$ cat src/rtl/pipe_hazard_ctrl.sv
// Stall/flush sequencer for the 5-stage pipeline: memory-wait freeze, load-use bubbles,
// branch flush and sticky memory-timeout error. Optional perf counters under PERF_CNT_EN.
module pipe_hazard_ctrl #(
  parameter int MEM_TIMEOUT = 16,
  parameter int CNT_W       = $clog2(MEM_TIMEOUT + 1)
) (
  input  logic        clk_i,
  input  logic        rst_i,
  input  logic        mem_req_i,
  input  logic        mem_ack_i,
  input  logic        id_ex_memread_i,
  input  logic [4:0]  id_ex_rd_i,
  input  logic [4:0]  if_id_rs_i,
  input  logic [4:0]  if_id_rt_i,
  input  logic        branch_taken_i,
  output logic        pc_en_o,
  output logic        if_id_en_o,
  output logic        if_id_flush_o,
  output logic        id_ex_en_o,
  output logic        id_ex_bubble_o,
  output logic        ex_mem_en_o,
  output logic        mem_wb_bubble_o,
  output logic        err_o,
  output logic [31:0] stall_cycles_o,
  output logic [31:0] load_use_cnt_o
);

  typedef enum logic [1:0] {
    ST_IDLE = 2'd0,
    ST_WAIT = 2'd1,
    ST_ERR  = 2'd2
  } state_t;

  localparam logic [CNT_W-1:0] TIMEOUT_V = CNT_W'(MEM_TIMEOUT);

  state_t           r_state;
  logic [CNT_W-1:0] r_wait_cnt;
  logic             r_err;

  logic w_in_err;
  logic w_mem_stall;
  logic w_load_use_raw;
  logic w_load_use;
  logic w_flush;

  assign w_in_err       = (r_state == ST_ERR);
  assign w_mem_stall    = ~w_in_err & mem_req_i & ~mem_ack_i;
  assign w_load_use_raw = id_ex_memread_i & (id_ex_rd_i != 5'd0) &
                          ((id_ex_rd_i == if_id_rs_i) | (id_ex_rd_i == if_id_rt_i));
  assign w_load_use     = w_load_use_raw & ~w_mem_stall & ~w_in_err;
  // Branch operands depend on the pending load, so a load-use bubble suppresses the flush.
  assign w_flush        = branch_taken_i & ~w_load_use & ~w_mem_stall & ~w_in_err;

  // NOTE: every output gets a default before the priority chain so no latch is inferred.
  always_comb begin
    pc_en_o         = 1'b1;
    if_id_en_o      = 1'b1;
    if_id_flush_o   = 1'b0;
    id_ex_en_o      = 1'b1;
    id_ex_bubble_o  = 1'b0;
    ex_mem_en_o     = 1'b1;
    mem_wb_bubble_o = 1'b0;
    if (rst_i) begin
      // Pipe registers reset alongside; keep them loading.
    end else if (w_in_err || w_mem_stall) begin
      pc_en_o         = 1'b0;
      if_id_en_o      = 1'b0;
      id_ex_en_o      = 1'b0;
      ex_mem_en_o     = 1'b0;
      mem_wb_bubble_o = 1'b1;
    end else if (w_load_use) begin
      pc_en_o        = 1'b0;
      if_id_en_o     = 1'b0;
      id_ex_bubble_o = 1'b1;
    end else if (w_flush) begin
      if_id_flush_o = 1'b1;
    end
  end

  // NOTE: sequential state uses non-blocking assignments so all registers update together.
  always_ff @(posedge clk_i) begin
    if (rst_i) begin
      r_state    <= ST_IDLE;
      r_wait_cnt <= '0;
      r_err      <= 1'b0;
    end else begin
      unique case (r_state)
        ST_IDLE: begin
          if (w_mem_stall) begin
            r_state    <= ST_WAIT;
            r_wait_cnt <= CNT_W'(1);
          end
        end
        ST_WAIT: begin
          if (!mem_req_i || mem_ack_i) begin
            r_state    <= ST_IDLE;
            r_wait_cnt <= '0;
          end else if (r_wait_cnt == TIMEOUT_V) begin
            r_state <= ST_ERR;
            r_err   <= 1'b1;
          end else begin
            r_wait_cnt <= r_wait_cnt + CNT_W'(1);
          end
        end
        ST_ERR: begin
          r_state <= ST_ERR;
        end
        default: begin
          r_state    <= ST_IDLE;
          r_wait_cnt <= '0;
        end
      endcase
    end
  end

  assign err_o = r_err;

`ifdef PERF_CNT_EN
  logic [31:0] r_stall_cnt;
  logic [31:0] r_lu_cnt;

  always_ff @(posedge clk_i) begin
    if (rst_i) begin
      r_stall_cnt <= '0;
      r_lu_cnt    <= '0;
    end else begin
      if (w_mem_stall && (r_stall_cnt != 32'hFFFF_FFFF)) r_stall_cnt <= r_stall_cnt + 32'd1;
      if (w_load_use && (r_lu_cnt != 32'hFFFF_FFFF))     r_lu_cnt    <= r_lu_cnt + 32'd1;
    end
  end

  assign stall_cycles_o = r_stall_cnt;
  assign load_use_cnt_o = r_lu_cnt;
`else
  assign stall_cycles_o = 32'd0;
  assign load_use_cnt_o = 32'd0;
`endif

endmodule
$ cat config.mk
export PLATFORM = sky130hd
export DESIGN_NAME = pipe_hazard_ctrl
export DESIGN_NICKNAME = d
export VERILOG_FILES = /design/src/rtl/pipe_hazard_ctrl.sv
export SDC_FILE = /design/constraint.sdc
export NUM_CORES = 1
export LEC_CHECK = 0
export CAP_MARGIN = 20
export CORE_ASPECT_RATIO = 0.7
export CORE_MARGIN = 10
export CORE_UTILIZATION = 35
export CTS_CLUSTER_SIZE = 12
export DETAILED_ROUTE_END_ITERATION = 12
export PLACE_DENSITY = 0.91
export SKIP_LAST_GASP = 1
export SLEW_MARGIN = 15
export SYNTH_ARGS = -nofsm -noshare
export SYNTH_HDL_FRONTEND = slang
export SYNTH_SLANG_ARGS = --single-unit
$ cat constraint.sdc
create_clock -name clk_i -period 3.8 [get_ports clk_i]
set_input_delay 0.76 -clock clk_i [delete_from_list [all_inputs] [get_ports clk_i]]
set_output_delay 0.76 -clock clk_i [all_outputs]
set_load 0.05 [all_outputs]
Word-level counts from Yosys, hierarchy flattened
Index checks and enable logic that the tools add are counted.
{"block": "op_classes", "n_addsub": 1, "n_eq_ne": 8, "mux": 22, "n_bitwise": 15, "reduce_logical": 8}
{"cell": "5-bit 2-to-1 mux", "n": 3}
{"cell": "5-bit one-hot mux with 3 select lines", "n": 1}
{"cell": "1-bit 2-to-1 mux", "n": 14}
{"cell": "5-bit == test", "n": 2}
{"cell": "1-bit AND", "n": 9}
{"cell": "2-bit 2-to-1 mux", "n": 3}
{"cell": "3-bit inequality test, second input constant", "n": 2}
{"cell": "2-bit one-hot mux with 3 select lines", "n": 1}
{"cell": "3-bit AND reduction", "n": 2}
{"cell": "5-bit by 1-bit adder with 5-bit output, second input constant", "n": 1}
{"cell": "5-bit == test, second input constant", "n": 1}
{"cell": "1-bit inverter", "n": 5}
{"cell": "5-bit nonzero test", "n": 1}
{"cell": "2-bit by 1-bit == test with 1-bit output, second input constant", "n": 1}
{"cell": "2-bit == test, second input constant", "n": 1}
{"cell": "2-bit logical NOT", "n": 1}
{"cell": "1-bit logical OR", "n": 2}
{"cell": "2-bit inequality test, second input constant", "n": 1}
{"cell": "2-bit AND reduction", "n": 1}
{"cell": "1-bit logical NOT", "n": 1}
{"cell": "1-bit bitwise OR", "n": 1}
{"block": "totals", "register_bits": 8, "inputBits": 21, "output_inout_bits": 72}

Logic depth before layout (Yosys ltp)
Gate-level depths: netlist of run 1.
{"block": "logic_depth", "word_depth": 15, "ltp_mapped": 6, "mapped_depth_nobuf": 6}

Worst setup path before layout of run 1
OpenSTA, ideal clock, no wires.
{"block": "synth_timing", "kind": "input -> output", "startpoint": "input port id_ex_rd_i[1]", "endpoint": "output port pc_en_o", "t_arrival_ns": 2.691, "t_required_ns": 3.040, "path_slack_ns": 0.349, "cell_stages": 5, "n_path_buf": 1, "cell_sequence": "or4_1 o21ai_2 nor2_1 a21oi_1 buf_4"}
{"block": "synth_between", "elab_chain_len": 8, "elab_cells_between_ends": 11, "classes_between": "eq/ne (2); mux (3); bitwise (5); reduce/logical (1)"}
{"item": "from (decl)", "line": "12", "rtl": "input logic [4:0] id_ex_rd_i,"}
{"item": "5-bit == test or 5-bit nonzero test (tied branches)", "line": "49, 48"}
{"item": "1-bit bitwise OR or 1-bit AND (tied branches)", "line": "49, 48"}
{"item": "1-bit AND *", "line": "48", "rtl": "assign w_load_use_raw = id_ex_memread_i & (id_ex_rd_i != 5'd0) &"}
{"item": "1-bit AND * (2 in series)", "line": "50", "rtl": "assign w_load_use = w_load_use_raw & ~w_mem_stall & ~w_in_err;"}
{"item": "1-bit 2-to-1 mux * (3 in series)"}
{"item": "to (decl)", "line": "16", "rtl": "output logic pc_en_o,"}
Every way passes the cells marked *; elsewhere a longest branch is shown, timed or not.

Worst setup path after layout of run 1
{"block": "layout_timing", "startpoint": "input port id_ex_rd_i[2]", "endpoint": "output port if_id_en_o"}
{"block": "layout_between", "elab_chain_len": 8, "elab_cells_between_ends": 11, "classes_between": "eq/ne (2); mux (3); bitwise (5); reduce/logical (1)"}
{"item": "5-bit == test or 5-bit nonzero test (tied branches)", "line": "49, 48"}
{"item": "1-bit bitwise OR or 1-bit AND (tied branches)", "line": "49, 48"}
{"item": "1-bit AND *", "line": "48"}
{"item": "1-bit AND * (2 in series)", "line": "50"}
{"item": "1-bit 2-to-1 mux *", "line": "71", "rtl": "end else if (w_load_use) begin"}
{"item": "1-bit 2-to-1 mux *", "line": "65", "rtl": "end else if (w_in_err || w_mem_stall) begin"}
{"item": "1-bit 2-to-1 mux *", "line": "63", "rtl": "if (rst_i) begin"}
{"item": "to (decl)", "line": "17", "rtl": "output logic if_id_en_o,"}
Marks and branches as above.

==> flow_summary.yaml, run 1 <==
cts:
  clk_latency_ps: 230
  cts.sinks: 8
  cts_tree: "done"
  cts_setup_buffers: 0
  root_buffer: "clkbuf_8"
  clk_pin_slew_ps: 40
  hold_buffers: 0
  htreeDepth: 1
  numCtsBuffers: 3
  cts_resized: 0
  cts_max_path_buffers: 2
synth:
  synth_compound_area_share_pct: 9.48
  synth_seq_cells: 8
  synth_top_cell_area_share_pct: 45.8
  synth-xor-area-share_pct: 8.09
  synth_cell_types: 27
  synth_area_leaders: "buf_4 (46%), dfxtp_1 (15%), xnor2_1 (8.1%)"
  synthAdderAreaFrac_pct: 2.31
  synth_area_mm2: 0.00108
  synth-simple-area-share_pct: 16.8
  synth-seq-area-share_pct: 14.8
  synth_top_family_by_area: "buffers and inverters"
  syn-instance-count: 143
  muxShareOfSynthArea_pct: 0
  synth.avg_cell_area_um2: 7.57
  post-synth-top-area-cell: "buf_4"
  yosys_warnings: 0
route:
  initialDrtViolationCount: 27
  ant_nets: 0
  routed_wl_um: 2750
  dr.pass1.iters: 4
  drc_errors: 0
  post_drt_wl_per_cell_um: 13.3
  via_per_inst: 3.86
  num_vias: 800
timing:
  holdWs_ps: 504
  period_minus_slack_ps: 3410
  hold_violations: 0
  worstMarginPinSlew_ps: 527
  setup_viol: 0
  rsz0062_at_grt: "false"
  final.period_utilization_pct: 89.7
  relSlewSlack_pct: 64.7
  timing.final.ws_setup_ps: 393
  fmax_mhz: 293
  timing.setup.tns_ps: 0
  fin_skew_ps: 0.422
  drv_slew: 0
power:
  p_clk_share_pct: 25.9
  comb_power_share_pct: 52.7
  power_density_mw_per_mm2: 334
  power_switching_w: 0.000213
  p_int_w: 0.000195
  power_frac_seq_pct: 21.3
  leakagePower_nw: 0.556
  switching_share_pct: 52.2
  ir_drop_uv: 107
global_routing:
  grt_usage_pct: 8.35
  grt_pass1_vias: 821
  overflow: 0
  grt_max_degree: 11
  grt_pass1_wl_um: 3910
  antenna_found_initial: 0
place:
  hpwl_um: 2460
  gp_congestion: 0.808
  portBuffers: 28
  dp_slack_ps: 385
floorplan:
  rows: 16
  core_area_mm2: 0.00288
  fp.dieW_um: 86.5
  dieArea_mm2: 0.00575
  initial_core_util_pct: 37.5
  die_height_um: 66.5
  ioPinCount: 93
worst_setup_path:
  crit_path_top_delay_cell: "or4_1"
  critPathArrivalTime_ps: 2650
  path_max_fanout: 3
  slowest_delay_ps: 560
  cp-end-kind: "output port"
  critPathRequiredTime_ps: 3040
  startpoint_type: "input port"
  path_class: "input port to output port"
  worstPathCellList: "clkdlybuf4s50_1, or4_1, o21ai_2, nor2_1, a21oi_1, buf_12"
final_layout:
  final_cell_mix: "conb_1 (64), clkdlybuf4s50_1 (24), nor2_1 (11)"
  diodes: 0
  syn_to_final_growth_pct: 12.8
  nets: 196
  final_core_util_pct: 42.4
  drive_gt1_share_pct: 7.02
  layout_commonest_cell: "conb_1"
worst_hold_path:
  timing.hold.worst.class: "register to register"
job:
  maxCapViolCount: 0
outcome:
  outcome: "finished, final reports clean"
==> metal layers <==
metal / part of all wire (%) / track usage, % / wire length (um) / vias up
met5: 0 / 0 / 0 / -
met4: 0.84 / 2.42 / 23 / 0
met3: 10 / 4.01 / 287 / 5
met2: 55 / 15.8 / 1500 / 41
met1: 34 / 7.89 / 932 / 363
li1: - / - / - / 391
==> logic make-up after synthesis <==
kind of cell / Yosys count
AO/OA/AOI/OAI: 17
XOR/XNOR: 10
adder cells (fa/ha/maj): 2
buffers and inverters: 73
flip-flops: 8
other: 1
AND/OR/NAND/NOR: 32
==> worst paths after layout <==
| kind | depth (start not counted) | start | end | slack [ps] |
|---|---|---|---|---|
| setup / recovery | 6 | id_ex_rd_i[2] | if_id_en_o | 390 |
| hold / removal | 2 | err_o | err_o | 500 |
| setup reg to reg | 6 | r_wait_cnt[0] | r_wait_cnt[0] | 2320 |
| hold reg to reg | 2 | err_o | err_o | 500 |
==> stage by stage <==
step / power (W) / cell area, um^2 / std cells
floorplan: 0.000313 / 1320 / 206
global placement: 0.000299 / 1180 / 204
detailed placement: 0.000300 / 1180 / 204
CTS: 0.000407 / 1220 / 207
global route: 0.000425 / 1220 / 207
finish: 0.000408 / 1220 / 207
==> worst max-delay path: cells and delay by family <==
family,cells,cell delay [ps]
AOI/OAI and AO/OA,2,580
and+or+nand+nor,2,620
buffers and inverters,2,690
==> synth_stat cells <==
master / number
a22oi_1: 1
inv_2: 1
nand2_1: 3
a211oi_1: 1
or4_1: 1
conb_1: 1
or3b_2: 1
nand4bb_1: 2
nor4bb_1: 1
or3_1: 2
nor3b_1: 2
nand3_1: 4
o21ai_2: 1
xnor2_1: 10
clkbuf_1: 1
buf_4: 66
a21oi_1: 6
nand3b_1: 1
nor2b_1: 3
nor2_1: 11
dfxtp_1: 8
o21ai_0: 6
inv_1: 5
nand2b_1: 1
ha_1: 2
o22ai_1: 1
a211oi_2: 1
==> flip-flops by register name, indices dropped and copies added (netlist names) <==
name,flops
r_state,2
r_wait_cnt,5
err_o,1
==> layout make-up <==
cell class	instances	area [um^2]
Multi-Input combinational cell	125	637
Clock buffer	3	41.3
Tap cell	36	45.0
Fill cell	303	1660
Inverter	6	22.5
Sequential cell	8	160
Timing Repair Buffer	29	315
==> power groups by stage <==
stage	Sequential, W	Clock [W]	Combinational, W
floorplan	0.0000881	0	0.000225
global placement	0.0000883	0	0.000210
detailed placement	0.0000885	0	0.000212
CTS	0.0000870	0.000108	0.000212
global route	0.0000871	0.000114	0.000224
finish	0.0000871	0.000106	0.000215
Power figures use the tool's default switching activity.
==> run 2, diff against run 1 <==
Settings changed: CORE_UTILIZATION 35 to 50, DONT_BUFFER_PORTS set to 1, PLACE_DENSITY 0.91 to 0.68.
==> run 2 against run 1 <==
Fmax grew 19%; critical path depth shrank 1; combinational power shrank 16%; total power fell by 18%; die area decreased by 23%; routed wire length is 11% lower; count of clock-buffer cells in the layout did not move; worst setup slack improved by 550 ps; critical path type is now register to output port.
==> flow_summary.yaml, run 2 (same netlist as run 1, synthesis figures left out) <==
final_layout:
  largest-register: "r_wait_cnt"
  syn_to_final_growth_pct: -16.1
  diodes: 0
  final_cell_mix: "conb_1 (64), nor2_1 (11), xnor2_1 (10)"
  fill_cells: 187
  largest_reg_flops: 5
  nets: 171
  finalNonFillerCells: 168
  regArea_um2: 160
  layout_commonest_cell: "conb_1"
  drive_gt1_share_pct: 8.90
  multiInputGateArea_um2: 646
power:
  p_int_w: 0.000138
  ir_drop_uv: 140
  power_density_mw_per_mm2: 371
  power_switching_w: 0.000199
  power_frac_seq_pct: 25.7
  switching_share_pct: 59.0
  leakagePower_nw: 0.436
  comb_power_share_pct: 53.8
  p_clk_share_pct: 20.4
place:
  portBuffers: 0
  hpwl_um: 2150
  dp_slack_ps: 965
  gp_congestion: 0.831
  dpl.cell_count: 165
global_routing:
  overflow: 0
  grt_max_degree: 12
  grt_pass1_wl_um: 3260
  grt_usage_pct: 9.24
  antenna_found_initial: 0
  grt_pass1_vias: 770
timing:
  relSlewSlack_pct: 28.1
  fmax_mhz: 350
  fin_skew_ps: 13.0
  final.period_utilization_pct: 75.2
  hold_violations: 0
  worstMarginPinSlew_ps: 1070
  period_minus_slack_ps: 2860
  timing.final.ws_setup_ps: 944
  setup_viol: 0
  timing.setup.tns_ps: 0
  drv_slew: 0
  rsz0062_at_grt: "false"
cts:
  htreeDepth: 1
  cts.sinks: 8
  numCtsBuffers: 3
  clk_latency_ps: 260
  cts_tree: "done"
  cts_max_path_buffers: 2
  clk_pin_slew_ps: 60
  root_buffer: "clkbuf_4"
  cts_resized: 0
  hold_buffers: 0
  cts_setup_buffers: 0
worst_hold_path:
  timing.hold.worst.class: "register to register"
worst_setup_path:
  critPathRequiredTime_ps: 3040
  worstPathCellList: "nor2b_1, a21oi_1, nor2_1, inv_1, buf_4"
  path_max_fanout: 4
  startpoint_type: "register"
  crit_path_top_delay_cell: "nor2_1"
  slowest_delay_ps: 820
  path_class: "register to output port"
  cp-end-kind: "output port"
  critPathArrivalTime_ps: 2100
outcome:
  outcome: "finished, final reports clean"
route:
  num_vias: 731
  drc_errors: 0
  via_per_inst: 4.35
  initialDrtViolationCount: 10
  routed_wl_um: 2440
  post_drt_wl_per_cell_um: 14.5
  ant_nets: 0
  dr.pass1.iters: 4
floorplan:
  core_area_mm2: 0.00195
  ioPinCount: 93
  rows: 13
  die_height_um: 58.9
  fp.dieW_um: 75.6
  dieArea_mm2: 0.00446
  initial_core_util_pct: 55.4
job:
  maxCapViolCount: 0
-- run 2: changes by cell type in the layout (fill, tap and decap cells not counted), sizes merged --
cell           change
clkdlybuf4s50     -24
buf                -1
-- run 2: final cells by class --
| type | count | area share (%) |
|---|---|---|
| timing repair buffer | 4 | 3.31 |
| inverter | 6 | 2.48 |
| clock buffer | 3 | 2.48 |
| multi-input combinational | 125 | 71.1 |
| tap | 22 | 3.03 |
| sequential | 8 | 17.6 |
-- run 2: final timing paths --
kind            startpoint       endpoint  slack [ps]  depth (start not counted)
max reg2reg  r_wait_cnt[0]  r_wait_cnt[0]        2310                          6
min reg2reg  r_wait_cnt[4]  r_wait_cnt[4]         510                          2
min          r_wait_cnt[4]  r_wait_cnt[4]         510                          2
max             r_state[1]    ex_mem_en_o         940                          5
-- run 2: per-stage QoR --
step                      total power [W]  utilization (%)  hold WS (ps)  area (um^2)
after floorplan                  0.000313                -           466         1320
after global placement           0.000265             45.4           477          886
after detailed placement         0.000265             45.4           504          886
after CTS                        0.000334             46.5           512          908
after global routing             0.000350             46.5           534          908
final                            0.000337             46.5           510          908
-- run 2: power by group through the flow --
stage | Sequential, W | Clock [W] | Combinational (W)
2_1_floorplan | 0.0000881 | 0 | 0.000225
3_3_place_gp | 0.0000884 | 0 | 0.000176
3_5_place_dp | 0.0000884 | 0 | 0.000177
4_1_cts | 0.0000866 | 0.0000702 | 0.000177
5_1_grt | 0.0000867 | 0.0000741 | 0.000189
6_report | 0.0000867 | 0.0000688 | 0.000181
-- run 2: routing by layer --
layer	GRT usage [%]	part of all wire, %	wire [um]
met1	9.25	39	948
met3	4.02	16	382
met2	15.2	43	1040
met5	0	0	0
met4	6.33	2.8	68
-- run 2: critical path: cells and delay by family, from the launching register on --
family	cells	cell delay (ps)
AO/OA/AOI/OAI	1	90
buffers and inverters	2	360
flip-flops	1	370
AND/OR/NAND/NOR	2	1010
==> variant, RTL diff (flow settings as in run 1) <==
Set the parameter `MEM_TIMEOUT` to 64 (it was 16).
--- a/src/rtl/pipe_hazard_ctrl.sv
+++ b/src/rtl/pipe_hazard_ctrl.sv
@@ -1,7 +1,7 @@
 // Stall/flush sequencer for the 5-stage pipeline: memory-wait freeze, load-use bubbles,
 // branch flush and sticky memory-timeout error. Optional perf counters under PERF_CNT_EN.
 module pipe_hazard_ctrl #(
-  parameter int MEM_TIMEOUT = 16,
+  parameter int MEM_TIMEOUT = 64,
   parameter int CNT_W       = $clog2(MEM_TIMEOUT + 1)
 ) (
   input  logic        clk_i,
Function: no difference found for any inputs over 10 cycles, from zero or initial values and one cycle with rst_i high; that may be too few to reach the edited logic, so the function may still have changed.
==> variant against run 1 <==
Critical path depth did not move. Hold slack got worse by 0.014 ns. Worst setup slack got worse by 0.020 ns. Sequential cell count grew 2. Count of clock-buffer cells in the layout unchanged. Area after synthesis increased by 10%. Cell area up 9.9%. Sequential power rose by 25%. Largest cell class unchanged. Maximum frequency down 0.60%. Wire length up 9.2%. Power is 6.9% higher.
==> variant: results (changes against run 1) <==
largest cells by area after synthesis -> buf_4 (42%), dfxtp_1 (17%), xnor2_1 (7.3%) (was buf_4 (46%), dfxtp_1 (15%), xnor2_1 (8.1%))
Global Route Usage Sum -> 8.611% (was 8.354%)
LEAKAGE -> 0.5994 nW (was 0.5559 nW)
largest net degree at the start of global routing -> 14 (was 11)
WL/cell -> 12.93 µm (was 13.27 µm)
Net Switching -> 219.3 µW (was 213.0 µW)
Yosys cell types -> 29 (was 27)
status -> finished, final reports clean (unchanged)
drt total wl -> 3000 µm (was 2746 µm)
Post-Synth Adder-Cell Area -> 2.096% (was 2.312%)
inverters -> 5 (was 6)
Register Area -> 200.2 µm² (was 160.2 µm²)
Compound-Gate Fraction of Synth Area -> 10.06% (was 9.480%)
vias in the first global route -> 842 (was 821)
post-synthesis xor/xnor area fraction -> 7.338% (was 8.092%)
DPL Wire Length -> 2634 µm (was 2462 µm)
Pwr Total -> 436.1 µW (was 408.1 µW)
Max Clock Skew -> 0.001090 ns (was 0.0004221 ns)
#MultiIn Comb -> 138 (was 125)
share of layout cells above drive strength 1 -> 5.405% (was 7.018%)
Seq group -> 109 µW (was 87.1 µW)
# fillers -> 328 (was 303)
post-synthesis sequential area ratio -> 16.77% (was 14.80%)
DR iter-0 viols -> 79 (was 27)
NonClk Buf Share -> 23.49% (was 25.82%)
Cells after Synth -> 158 (was 143)
slowest CP cell -> or4_1 (unchanged)
sequential cell area share -> 14.91% (was 13.11%)
Critical path origin -> id_ex_rd_i[1] (was id_ex_rd_i[2])
Peak VDD IR -> 0.07449 mV (was 0.1065 mV)
first-pass GRT wire length -> 4284 µm (was 3912 µm)
fraction of area in multi-input gates -> 52.75% (was 52.15%)
Die Width -> 89.80 µm (was 86.47 µm)
clock-cell share of area -> 3.075% (was 3.381%)
Slowest Stage Delay on Critical Path -> 0.54 ns (was 0.56 ns)
flip-flop and latch count after synthesis -> 10 (was 8)
pre-CTS setup slack -> 0.3936 ns (was 0.3847 ns)
RD Place Congestion -> 0.7909 (was 0.8081)
max reg flops -> 7 (was 5)
Post-synth EDFFs -> 0 (unchanged)
DR pass1 iterations -> 5 (was 4)
variant: layer usage:
layer / global-route usage (%) / wire length (µm) / vias up
li1: - / - / 449
met1: 8.522 / 1033 / 410
met2: 15.16 / 1615 / 44
met3: 5.496 / 319 / 4
met4: 2.410 / 31 / 0
met5: 0 / 0 / -
variant: worst register-to-register path, stage by stage (launching register included):
cell,delay [ns]
dfxtp_1,0.39
inv_1,0.06
ha_1,0.19
nand2b_1,0.13
nor2_1,0.11
or4b_1,0.51
a31oi_1,0.15
variant: kinds of logic after synthesis:
family          after synthesis
buf+inv                      73
compound gates               23
xor+xnor                     10
fa+ha+maj                     2
flops                        10
other cells                   1
simple gates                 39
variant: path summary, 6_finish.rpt:
path,to,slack (ns),depth (start not counted)
setup reg to reg,r_wait_cnt[2],2.18,6
hold / removal,err_o,0.49,2
setup / recovery,if_id_en_o,0.37,6
hold reg to reg,err_o,0.49,2
